`src/rtl/lsu_byte_sequencer_if.sv`:
```
// Bundle of the request/response handshake and the byte-wide memory port
// used by lsu_byte_sequencer.
//   req_*  : core-side load/store request (valid/ready)
//   resp_* : one-cycle completion pulse with extended load data and error flag
//   mem_*  : byte-wide, registered-read data memory port
// Modports: master = core + memory environment, slave = the sequencer.
interface lsu_byte_sequencer_if #(
   parameter int ADDR_W = 32
) ();
   logic              req_valid;
   logic              req_ready;
   logic              req_we;
   logic [2:0]        req_ctrl;
   logic [ADDR_W-1:0] req_addr;
   logic [31:0]       req_wdata;
   logic              resp_valid;
   logic [31:0]       resp_rdata;
   logic              resp_err;
   logic              mem_en;
   logic              mem_we;
   logic [ADDR_W-1:0] mem_addr;
   logic [7:0]        mem_wdata;
   logic [7:0]        mem_rdata;

   modport master (
      output req_valid, req_we, req_ctrl, req_addr, req_wdata, mem_rdata,
      input  req_ready, resp_valid, resp_rdata, resp_err,
             mem_en, mem_we, mem_addr, mem_wdata
   );

   modport slave (
      input  req_valid, req_we, req_ctrl, req_addr, req_wdata, mem_rdata,
      output req_ready, resp_valid, resp_rdata, resp_err,
             mem_en, mem_we, mem_addr, mem_wdata
   );
endinterface

```
`src/rtl/lsu_byte_sequencer.sv`:
```
// Load/store initiator: splits one B/H/W request into little-endian byte
// accesses on a byte-wide registered-read memory, assembles and extends load
// data, and returns a single-cycle response.
// Ports:
//   clk  : rising-edge clock
//   rst  : synchronous active-high reset
//   bus  : lsu_byte_sequencer_if.slave (req_*, resp_*, mem_* signals)
// ctrl encoding: 000 B, 001 H, 010 W, 100 BU, 101 HU; others illegal,
// and unsigned sizes are illegal for stores.
module lsu_byte_sequencer #(
   parameter int MEM_BYTES = 64,
   parameter int ADDR_W    = 32
) (
   input logic                 clk,
   input logic                 rst,
   lsu_byte_sequencer_if.slave bus
);

   typedef enum logic [1:0] {IDLE, ISSUE, DRAIN, RESP} state_t;

   state_t            state_q, state_d;
   logic              we_q, we_d;
   logic [2:0]        ctrl_q, ctrl_d;
   logic [1:0]        idx_q, idx_d;
   logic [23:0]       wsh_q, wsh_d;     // store bytes not yet issued, next in [7:0]
   logic [31:0]       res_q, res_d;     // load bytes assembled so far
   logic              resp_valid_q, resp_valid_d;
   logic [31:0]       resp_rdata_q, resp_rdata_d;
   logic              resp_err_q, resp_err_d;
   logic              mem_en_q, mem_en_d;
   logic              mem_we_q, mem_we_d;
   logic [ADDR_W-1:0] mem_addr_q, mem_addr_d;
   logic [7:0]        mem_wdata_q, mem_wdata_d;

   logic [1:0]        req_last_idx;
   logic [1:0]        cur_last_idx;
   logic [ADDR_W:0]   req_last_addr;
   logic              req_illegal;
   logic              req_oor;
   logic [1:0]        cap_idx;
   logic [31:0]       cap;

   function automatic logic [1:0] last_idx(input logic [1:0] sz);
      case (sz)
         2'b00:   last_idx = 2'd0;
         2'b01:   last_idx = 2'd1;
         default: last_idx = 2'd3;
      endcase
   endfunction

   function automatic logic [31:0] extend(input logic [2:0] c, input logic [31:0] d);
      case (c[1:0])
         2'b00:   extend = c[2] ? {24'h000000, d[7:0]}  : {{24{d[7]}}, d[7:0]};
         2'b01:   extend = c[2] ? {16'h0000, d[15:0]}  : {{16{d[15]}}, d[15:0]};
         default: extend = d;
      endcase
   endfunction

   always_comb begin
      req_last_idx  = last_idx(bus.req_ctrl[1:0]);
      cur_last_idx  = last_idx(ctrl_q[1:0]);
      req_illegal   = (bus.req_ctrl[1:0] == 2'b11) ||
                      (bus.req_ctrl[2] && (bus.req_we || bus.req_ctrl[1]));
      // one extra bit so addr+N-1 cannot wrap below MEM_BYTES
      req_last_addr = {1'b0, bus.req_addr} + (ADDR_W+1)'(req_last_idx);
      req_oor       = req_last_addr >= (ADDR_W+1)'(MEM_BYTES);

      // read data lags its strobe by one cycle; in DRAIN idx already points
      // at the final byte because it is not advanced on the last strobe
      cap_idx = (state_q == DRAIN) ? idx_q : idx_q - 2'd1;
      cap     = res_q;
      cap[{cap_idx, 3'b000} +: 8] = bus.mem_rdata;
   end

   always_comb begin
      state_d      = state_q;
      we_d         = we_q;
      ctrl_d       = ctrl_q;
      idx_d        = idx_q;
      wsh_d        = wsh_q;
      res_d        = res_q;
      resp_valid_d = 1'b0;
      resp_rdata_d = '0;
      resp_err_d   = 1'b0;
      mem_en_d     = 1'b0;
      mem_we_d     = 1'b0;
      mem_addr_d   = mem_addr_q;
      mem_wdata_d  = mem_wdata_q;

      case (state_q)
         IDLE: begin
            if (bus.req_valid) begin
               we_d   = bus.req_we;
               ctrl_d = bus.req_ctrl;
               idx_d  = 2'd0;
               res_d  = '0;
               if (req_illegal || req_oor) begin
                  state_d      = RESP;
                  resp_valid_d = 1'b1;
                  resp_err_d   = 1'b1;
               end else begin
                  state_d     = ISSUE;
                  mem_en_d    = 1'b1;
                  mem_we_d    = bus.req_we;
                  mem_addr_d  = bus.req_addr;
                  mem_wdata_d = bus.req_wdata[7:0];
                  wsh_d       = bus.req_wdata[31:8];
               end
            end
         end
         ISSUE: begin
            if (!we_q && idx_q != 2'd0) res_d = cap;
            if (idx_q == cur_last_idx) begin
               if (we_q) begin
                  state_d      = RESP;
                  resp_valid_d = 1'b1;
               end else begin
                  state_d = DRAIN;
               end
            end else begin
               idx_d       = idx_q + 2'd1;
               mem_en_d    = 1'b1;
               mem_we_d    = we_q;
               mem_addr_d  = mem_addr_q + ADDR_W'(1);
               mem_wdata_d = wsh_q[7:0];
               wsh_d       = {8'h00, wsh_q[23:8]};
            end
         end
         DRAIN: begin
            state_d      = RESP;
            resp_valid_d = 1'b1;
            resp_rdata_d = extend(ctrl_q, cap);
         end
         default: begin
            state_d = IDLE;
         end
      endcase
   end

   always_ff @(posedge clk) begin
      if (rst) begin
         state_q      <= IDLE;
         we_q         <= 1'b0;
         ctrl_q       <= '0;
         idx_q        <= '0;
         wsh_q        <= '0;
         res_q        <= '0;
         resp_valid_q <= 1'b0;
         resp_rdata_q <= '0;
         resp_err_q   <= 1'b0;
         mem_en_q     <= 1'b0;
         mem_we_q     <= 1'b0;
         mem_addr_q   <= '0;
         mem_wdata_q  <= '0;
      end else begin
         state_q      <= state_d;
         we_q         <= we_d;
         ctrl_q       <= ctrl_d;
         idx_q        <= idx_d;
         wsh_q        <= wsh_d;
         res_q        <= res_d;
         resp_valid_q <= resp_valid_d;
         resp_rdata_q <= resp_rdata_d;
         resp_err_q   <= resp_err_d;
         mem_en_q     <= mem_en_d;
         mem_we_q     <= mem_we_d;
         mem_addr_q   <= mem_addr_d;
         mem_wdata_q  <= mem_wdata_d;
      end
   end

   assign bus.req_ready  = (state_q == IDLE);
   assign bus.resp_valid = resp_valid_q;
   assign bus.resp_rdata = resp_rdata_q;
   assign bus.resp_err   = resp_err_q;
   assign bus.mem_en     = mem_en_q;
   assign bus.mem_we     = mem_we_q;
   assign bus.mem_addr   = mem_addr_q;
   assign bus.mem_wdata  = mem_wdata_q;

endmodule

```
`src/flat_wrapper.sv`:
```
// flat-port wrapper written by rule: the top's interface ports become plain ports
module lsu_byte_sequencer_flat 
#(
   parameter int MEM_BYTES = 64,
   parameter int ADDR_W    = 32
)
  (clk, rst, bus_req_valid, bus_req_we, bus_req_ctrl, bus_req_addr, bus_req_wdata, bus_mem_rdata, bus_req_ready, bus_resp_valid, bus_resp_rdata, bus_resp_err, bus_mem_en, bus_mem_we, bus_mem_addr, bus_mem_wdata);
  lsu_byte_sequencer_if #(.ADDR_W(ADDR_W)) bus_i ();
  input logic clk;
  input logic rst;
  input wire logic [$bits(bus_i.req_valid)-1:0] bus_req_valid;
  input wire logic [$bits(bus_i.req_we)-1:0] bus_req_we;
  input wire logic [$bits(bus_i.req_ctrl)-1:0] bus_req_ctrl;
  input wire logic [$bits(bus_i.req_addr)-1:0] bus_req_addr;
  input wire logic [$bits(bus_i.req_wdata)-1:0] bus_req_wdata;
  input wire logic [$bits(bus_i.mem_rdata)-1:0] bus_mem_rdata;
  output wire logic [$bits(bus_i.req_ready)-1:0] bus_req_ready;
  output wire logic [$bits(bus_i.resp_valid)-1:0] bus_resp_valid;
  output wire logic [$bits(bus_i.resp_rdata)-1:0] bus_resp_rdata;
  output wire logic [$bits(bus_i.resp_err)-1:0] bus_resp_err;
  output wire logic [$bits(bus_i.mem_en)-1:0] bus_mem_en;
  output wire logic [$bits(bus_i.mem_we)-1:0] bus_mem_we;
  output wire logic [$bits(bus_i.mem_addr)-1:0] bus_mem_addr;
  output wire logic [$bits(bus_i.mem_wdata)-1:0] bus_mem_wdata;
  assign bus_i.req_valid = bus_req_valid;
  assign bus_i.req_we = bus_req_we;
  assign bus_i.req_ctrl = bus_req_ctrl;
  assign bus_i.req_addr = bus_req_addr;
  assign bus_i.req_wdata = bus_req_wdata;
  assign bus_i.mem_rdata = bus_mem_rdata;
  assign bus_req_ready = bus_i.req_ready;
  assign bus_resp_valid = bus_i.resp_valid;
  assign bus_resp_rdata = bus_i.resp_rdata;
  assign bus_resp_err = bus_i.resp_err;
  assign bus_mem_en = bus_i.mem_en;
  assign bus_mem_we = bus_i.mem_we;
  assign bus_mem_addr = bus_i.mem_addr;
  assign bus_mem_wdata = bus_i.mem_wdata;
  lsu_byte_sequencer #(.MEM_BYTES(MEM_BYTES), .ADDR_W(ADDR_W)) u_core (.clk(clk), .rst(rst), .bus(bus_i));
endmodule
```
`config.mk`:
```
export PLATFORM = sky130hd
export DESIGN_NAME = lsu_byte_sequencer_flat
export DESIGN_NICKNAME = d
export VERILOG_FILES = /design/src/rtl/lsu_byte_sequencer_if.sv /design/src/rtl/lsu_byte_sequencer.sv /design/src/flat_wrapper.sv
export SDC_FILE = /design/constraint.sdc
export NUM_CORES = 1
export LEC_CHECK = 0
export ABC_AREA = 0
export BUFFER_PORTS_ARGS = -buffer_cell sky130_fd_sc_hd__buf_4
export CAP_MARGIN = 20
export CELL_PAD_IN_SITES_DETAIL_PLACEMENT = 1
export CELL_PAD_IN_SITES_GLOBAL_PLACEMENT = 1
export CORE_UTILIZATION = 40
export DETAILED_ROUTE_END_ITERATION = 8
export PLACE_DENSITY_LB_ADDON = 0.1
export SLEW_MARGIN = 10
export SYNTH_ARGS = -nofsm -noshare
export SYNTH_HDL_FRONTEND = slang
export SYNTH_SLANG_ARGS = --single-unit
```
`constraint.sdc`:
```
create_clock -name clk -period 3.9 [get_ports clk]
set_input_delay 0.195 -clock clk [delete_from_list [all_inputs] [get_ports clk]]
set_output_delay 0.195 -clock clk [all_outputs]
set_load 0.005 [all_outputs]
```
# --- Word-level counts from Yosys, hierarchy flattened ---
# Cells that the tools add are included.
op_classes:
  mux: 43
  n_eq_ne: 11
  shift: 2
  order_cmp: 1
  n_bitwise: 2
  n_addsub: 5
  n_reduce_logical: 18
ops:
  columns: ["operator", "count"]
  rows:
  - ["$mux W32", 7]
  - ["$pmux W32 S2", 3]
  - ["$mux W24", 3]
  - ["$pmux W24 S2", 1]
  - ["$add A32 B2 Y33", 1]
  - ["$ge A33 B7 Y1 const B", 1]
  - ["$add A32 B1 Y32 const B", 1]
  - ["$bwmux W32", 1]
  - ["$shift A8 B7 Y32 const A", 1]
  - ["$shiftx A8 B7 Y32", 1]
  - ["$mux W8", 3]
  - ["$pmux W8 S2", 1]
  - ["$mux W2", 6]
  - ["$pmux W2 S2", 3]
  - ["$mux W1", 11]
  - ["$neg A5 Y7", 1]
  - ["$eq A2 B1 Y1 const B", 3]
  - ["$logic_not A2 Y1", 3]
  - ["$ne A2 B2 Y1 const B", 3]
  - ["$pmux W2 S3", 1]
  - ["$reduce_and A3 Y1", 2]
  - ["$eq A2 B2 Y1 const B", 2]
  - ["$ne A2 B1 Y1 const B", 2]
  - ["$pmux W1 S2", 2]
  - ["other kinds (12)", 19]
word_totals:
  wordCells: 95
  out_inout_bits: 77
  ff_bits: 140
  inputBits: 79

# --- Logic depth before layout (Yosys ltp) ---
# Gate-level depths: netlist of run 1.
logic_depth:
  depth_word: 8
  depth_mapped: 16
  depth_no_buf: 12

# --- Worst setup path before layout of run 1 ---
# No wires, ideal clock.
synth_path:
  kind: "in2reg"
  from: "in bus_req_ctrl[0]"
  to: "reg u_core.mem_addr_q[19] (netlist: u_core.bus.mem_addr[19])"
  path_buffers: 1
  slack_ns: 0.390
  stages: 13
  setup_time_ns: 0.132
  arrival_ns: 3.378
  required_ns: 3.768
  path_cell_list: "or2_2 ha_1 inv_1 fa_1 nand2b_1 nor4_2 o311ai_0 o311a_1 or4_1 or4b_1 clkbuf_1 a22oi_1 o32ai_1"
synth_between:
  elab_chain_cells: 7
  elab_cells_between_ends: 10
  classes_between: "add/sub: 1; order compare: 1; eq/ne: 3; mux: 1; reduce/logical: 4"
synth_rtl:
  columns: ["element", "line", "text"]
  rows:
  - ["from (decl)", "flat_wrapper.sv:13", "input wire logic [$bits(bus_i.req_ctrl)-1:0] bus_req_ctrl;"]
  - ["$eq A2 B1 Y1 / $logic_not A2 Y1 (equally long branches)", "lsu_byte_sequencer.sv:44", "case (sz)"]
  - ["$pmux W2 S2", "lsu_byte_sequencer.sv:44", null]
  - ["$add A32 B2 Y33", "lsu_byte_sequencer.sv:65", "req_last_addr = {1'b0, bus.req_addr} + (ADDR_W+1)'(req_last_idx);"]
  - ["$ge A33 B7 Y1", "lsu_byte_sequencer.sv:66", "req_oor = req_last_addr >= (ADDR_W+1)'(MEM_BYTES);"]
  - ["$logic_or A1 B1 Y1 (*)", "lsu_byte_sequencer.sv:97", "if (req_illegal || req_oor) begin"]
  - ["$ne A2 B2 Y1 (no source line) (*)", null, null]
  - ["$reduce_and A4 Y1 (no source line) (*)", null, null]
  - ["to (signal assigned)", "lsu_byte_sequencer.sv:167", "mem_addr_q <= mem_addr_d;"]
  - ["to (decl)", "lsu_byte_sequencer.sv:32", "logic [ADDR_W-1:0] mem_addr_q, mem_addr_d;"]
# Every way passes the cells marked *; elsewhere a longest branch is shown, timed or not.
# A chain may end at the register's enable or synchronous reset.

# --- Worst setup path in the final report of run 1 ---
layout_path:
  from: "in bus_req_ctrl[1]"
  to: "reg u_core.mem_addr_q[8] (netlist: u_core.bus.mem_addr[8])"
# The elaborated chain is that of the path after synthesis.

==> flow_summary.yaml, run 1 <==
outcome:
  outcome: "completed"
logic_synthesis:
  synth-edff-count: 0
  ys_ff_latch: 140
  ys.warnings.count: 0
  synthesis.area_um2: 7689
  synth.avg_cell_area_um2: 7.782
  yosysTopAreaCellShare: 0.3645
  synth.largest_area_cell: "dfxtp_1"
  ys_top_cells_by_area: "dfxtp_1 (36%), a21oi_1 (6.9%), nand2_1 (4.7%)"
  synth_ff_type: "dfxtp_1"
  synth_nets: 1081
  synthArstFlopShare: 0
  postSynthCellCount: 988
  ys_types: 69
  ys_seq_area_frac: 0.3645
clocking:
  htreeDepth: 4
  clk_pin_slew_ns: 0.07
  post-cts-setup-buffers: 0
  cts_tree: "yes"
  clock_latency_ns: 0.43
  hold_buffers: 0
  numCtsBuffers: 17
  clk_path_buf_depth: 2
  cts_sinks: 140
  postCtsResizedCells: 0
  cts_root_buf: "clkbuf_16"
setup_path:
  regToRegEndpoint: "u_core.bus.resp_rdata[23]"
  arrival_ns: 3.85
  end_kind: "flop"
  path_class: "in -> reg"
  cp_max_fo: 19
  reg2reg_from: "u_core.state_q[0]"
  crit_required_ns: 4.23
  r2r_cells: 12
  reg2reg_slack_ns: 0.39
  start_kind: "primary input"
sta:
  worstMarginPinSlew_ns: 1.023
  layout_min_cycle_time_ns: 3.518
  post-route-period-util: 0.9019
  maxSlewViolCount: 0
  hold_viol_final: 0
  rsz0062_at_grt: "no"
  fmax_mhz: 284.3
  finalClockSkew_ns: 0.01108
  setup_violations: 0
  relSlewSlack: 0.3178
  fin_hold_ws_ns: 0.05683
drt:
  drc: 0
  route.vias.total: 8046
  drtIter0Drc: 391
  drtAntennaViolNets: 0
  top_layer: "met4"
  met1Wirelength_mm: 12.53
  routedWlPerCell_um: 19.56
  via_per_inst: 5.921
  wl_met2_mm: 12.46
  routed_wl_mm: 26.58
  drt_first_pass_iters: 4
  met3_length_mm: 1.226
power_and_ir_drop:
  power_leakage_uw: 0.003628
  pwr_density_cell_nw_per_um2: 661.2
  ir_worst_vdd_mv: 0.3622
  total_power_uw: 6411
cells_and_area:
  fillers: 2284
  final_common_cell: "buf_4"
  drive_above_1_share: 0.2009
  final_nets: 1205
  diodes: 0
  layout_common_cells: "buf_4 (180), dfxtp_1 (140), a21oi_1 (106)"
  area_growth_pct: 26.10
floorplan:
  ioPinCount: 156
  design.die.area_um2: 19780
  core_region_area_um2: 18770
  die_height_um: 140.6
  rows: 50
  initial_core_util: 0.4097
  die_w_um: 140.6
worst_hold_path:
  hold_depth: 3
  hold_class: "in -> reg"
  min_from: "bus_req_wdata[29]"
  min_to: "u_core.wsh_q[21]"
global_routing:
  grt_use_total: 0.2745
  grt_max_degree: 96
  antenna_found_initial: 0
  overflow: 0
  grt_pass1_vias: 7914
  grt_pass1_wl_mm: 42.70
placed_design:
  io_buffers: 155
  gp_congestion: 0.8969
  hpwl_mm: 18.32
flow_run:
  cap_violations: 0
## registers in the layout, indices dropped and copies added, names as in the netlist
name	count
u_core.bus.mem_addr	32
u_core.bus.mem_en	1
u_core.bus.mem_wdata	8
u_core.bus.mem_we	1
u_core.bus.resp_err	1
u_core.bus.resp_rdata	32
u_core.bus.resp_valid	1
u_core.ctrl_q	3
u_core.idx_q	2
u_core.res_q	32
u_core.state_q	2
u_core.we_q	1
u_core.wsh_q	24
## power by group
| group | switching (uW) | leakage, uW | internal (uW) |
|---|---|---|---|
| combinational | 1690 | 0.00219 | 1020 |
| sequential | 286 | 0.00114 | 1720 |
| clock | 679 | 0.000296 | 1020 |
## layer usage
metal / vias up / track usage
met5: - / 0
met4: 0 / 0.07895
met3: 32 / 0.05876
met2: 193 / 0.4396
met1: 3952 / 0.3712
li1: 3869 / -
## logic make-up (layout without fill, tap and decap cells)
family | after synthesis | count (layout) | synth area share
muxes | 34 | 34 | 0.04426
and+or+nand+nor | 358 | 358 | 0.2335
xor gates and xnor gates | 4 | 4 | 0.004557
DFF | 140 | 140 | 0.3645
AOI/OAI and AO/OA | 311 | 311 | 0.2630
adders and majority gates | 14 | 14 | 0.02376
buffers and inverters | 127 | 264 | 0.06639
## critical path, stage by stage
cell	delay, ns
buf_4	0.10
or2_2	0.10
ha_1	0.20
inv_1	0.08
fa_1	0.45
nand2b_1	0.24
nor4_2	0.25
o311ai_0	0.21
o311a_1	0.15
or4_1	0.66
o41ai_4	0.48
nand2_2	0.35
o32ai_1	0.38
## worst max-delay path by stage
stage / cells past startpoint / slack [ns] / start / to
after floorplan: 13 / 0.39 / bus_req_ctrl[0] / u_core.bus.mem_addr[19]
after global placement: 13 / 0.13 / bus_req_ctrl[1] / u_core.bus.mem_addr[30]
after detailed placement: 13 / -0.008 / bus_req_ctrl[1] / u_core.bus.mem_addr[30]
after CTS: 12 / 0.38 / u_core.state_q[0] / u_core.bus.resp_rdata[23]
after global routing: 12 / 0.07 / u_core.state_q[0] / u_core.bus.resp_rdata[23]
final: 13 / 0.38 / bus_req_ctrl[1] / u_core.bus.mem_addr[8]
## metrics by stage
step / cells / instance area, um^2 / TNS (ns) / setup WS [ns] / utilization
after floorplan: 988 / 7689 / 0 / 0.3897 / -
after global placement: 1327 / 9082 / 0 / 0.1334 / 0.4839
after detailed placement: 1327 / 9082 / -0.01566 / -0.008063 / 0.4839
after CTS: 1359 / 9696 / 0 / 0.3849 / 0.5166
after global routing: 1359 / 9696 / 0 / 0.07027 / 0.5166
final: 1359 / 9696 / 0 / 0.3825 / 0.5166
## synthesized netlist by cell type, types with 6 or more instances
cell and n:
buf_2 9, nor4_1 10, nand4_1 28, clkbuf_1 64
a22oi_1 47, mux2i_1 34, or4_1 8, nand3_1 26
nand2b_1 21, ha_1 13, nor2_1 82, a31oi_1 12
a21oi_1 106, o21ai_1 8, inv_1 48, dfxtp_1 140
o21ai_0 39, nor2b_1 18, a211oi_1 31, o31ai_1 6
o32ai_1 19, and3_1 14, nand2_1 97, nor3_1 20
## layout make-up
type                    instances  area [um^2]  area share
clock buffers                  17        425.4     0.04388
clock inverters                15        187.7     0.01936
inverters                      49        183.9     0.01897
multi-input cells             721         4392      0.4530
flip-flops and latches        140         2803      0.2891
well taps                     234        292.8     0.03020
repair buffers                183         1411      0.1456
(Power assumes the default switching activity.)
==> inputs of run 2 (changes only) <==
Settings changed: CORE_UTILIZATION 40 to 30.
==> run 2 against run 1 <==
Net effect:
- sequential power about the same
- clock power decreased by 2%
- register-to-register slack better by 0.24 ns
- critical path depth is the same
- first-iteration DRC count up 4.1%
- worst hold slack worse by 0.00064 ns
- worst setup slack got worse by 0.041 ns
- combinational power is 3% higher
- clock skew is 0.00055 ns lower
- count of clock-buffer cells in the layout is 2 higher
- largest power group unchanged
==> flow_summary.yaml, run 2 (synthesis results as in run 1) <==
clocking:
  clk_pin_slew_ns: 0.06
  postCtsResizedCells: 0
  numCtsBuffers: 17
  cts_root_buf: "clkbuf_16"
  hold_buffers: 0
  cts_tree: "yes"
  post-cts-setup-buffers: 0
  cts_sinks: 140
  htreeDepth: 4
  clock_latency_ns: 0.43
  clk_path_buf_depth: 2
placed_design:
  dpl_worst_slack_ns: -0.07082
  io_buffers: 155
  gp_congestion: 0.8478
  dp.cells: 1427
  hpwl_mm: 19.63
sta:
  post-route-period-util: 0.9124
  fin_hold_ws_ns: 0.05619
  relSlewSlack: 0.3837
  postLayoutSetupSlackWorst_ns: 0.3417
  fmax_mhz: 281.0
  finalClockSkew_ns: 0.01053
  hold_viol_final: 0
  rsz0062_at_grt: "no"
  setup_violations: 0
  maxSlewViolCount: 0
  worstMarginPinSlew_ns: 0.9244
  layout_min_cycle_time_ns: 3.558
floorplan:
  design.die.area_um2: 26270
  rows: 58
  die_w_um: 162.1
  core_region_area_um2: 25180
  initial_core_util: 0.3053
  die_height_um: 162.1
  ioPinCount: 156
drt:
  drtIter0Drc: 407
  drtAntennaViolNets: 0
  routedWlPerCell_um: 19.05
  drc: 0
  drt_first_pass_iters: 4
  routed_wl_mm: 27.81
  route.vias.total: 7909
  via_per_inst: 5.417
cells_and_area:
  diodes: 0
  final_nets: 1210
  regArea_um2: 2803
  drive_above_1_share: 0.2044
  layout_common_cells: "buf_4 (185), dfxtp_1 (140), a21oi_1 (106)"
  area_growth_pct: 27.73
  stdcell_count: 1460
  final_common_cell: "buf_4"
  multiInputGateArea_um2: 4392
  fillers: 3031
setup_path:
  path_class: "in -> reg"
  start_kind: "primary input"
  end_kind: "flop"
  crit_required_ns: 4.23
  reg2reg_from: "u_core.state_q[0]"
  r2r_cells: 12
  regToRegEndpoint: "u_core.bus.resp_rdata[26]"
  arrival_ns: 3.89
  cp_max_fo: 19
  reg2reg_slack_ns: 0.63
global_routing:
  overflow: 0
  grt_use_total: 0.2153
  grt_pass1_vias: 7770
  grt_pass1_wl_mm: 44.31
  antenna_found_initial: 0
  grt_max_degree: 57
worst_hold_path:
  min_to: "u_core.we_q"
  min_from: "bus_req_we"
  hold_depth: 3
  hold_class: "in -> reg"
power_and_ir_drop:
  ir_worst_vdd_mv: 0.3183
  pwr_density_cell_nw_per_um2: 658.1
  power_leakage_uw: 0.003644
outcome:
  outcome: "completed"
flow_run:
  cap_violations: 0
## run 2: per-layer routing
metal / track usage / routed length, um / part of all wire
met1: 0.3085 / 13890 / 0.50
met2: 0.3256 / 12270 / 0.44
met3: 0.04597 / 1339 / 0.048
met4: 0.05232 / 316 / 0.011
met5: 0 / 0 / 0
## run 2: worst max-delay path by stage
stage               startpoint                       to  slack [ns]  cells after the start
2_1_floorplan  bus_req_ctrl[0]  u_core.bus.mem_addr[19]        0.39                     13
3_3_place_gp   bus_req_ctrl[1]   u_core.bus.mem_addr[9]        0.05                     13
3_5_place_dp   bus_req_ctrl[1]   u_core.bus.mem_addr[9]       -0.07                     13
4_1_cts        bus_req_ctrl[1]   u_core.bus.mem_addr[6]        0.36                     13
5_1_grt        bus_req_ctrl[1]  u_core.bus.mem_addr[10]        0.04                     13
6_report       bus_req_ctrl[1]  u_core.bus.mem_addr[11]        0.34                     13
## run 2: critical path, stage by stage
cell	delay, ns
buf_4	0.10
or2_2	0.10
ha_1	0.16
inv_1	0.05
fa_1	0.37
nand2b_1	0.21
nor4_2	0.33
o311ai_0	0.21
o311a_1	0.16
or4_1	0.64
o41ai_4	0.56
nand2_2	0.40
o32ai_1	0.38
## run 2: per-stage QoR
step	power (uW)	util	setup TNS, ns	area, um^2
after global routing	6895	0.3900	0	9821
final	6463	0.3900	0	9821
after CTS	6524	0.3898	0	9816
after global placement	4807	0.3661	0	9220
after floorplan	3743	-	0	7689
after detailed placement	4830	0.3661	-0.7655	9220
## run 2: layout make-up
class / instances / share of cell area
Sequential cell: 140 / 0.2854
Clock buffer: 19 / 0.04510
Inverter: 49 / 0.01873
Multi-Input combinational cell: 721 / 0.4472
Clock inverter: 13 / 0.01554
Timing Repair Buffer: 188 / 0.1460
Tap cell: 330 / 0.04204
## run 2: power breakdown
group	internal [uW]	switching, uW
clock	976	687
sequential	1720	293
combinational	1040	1760
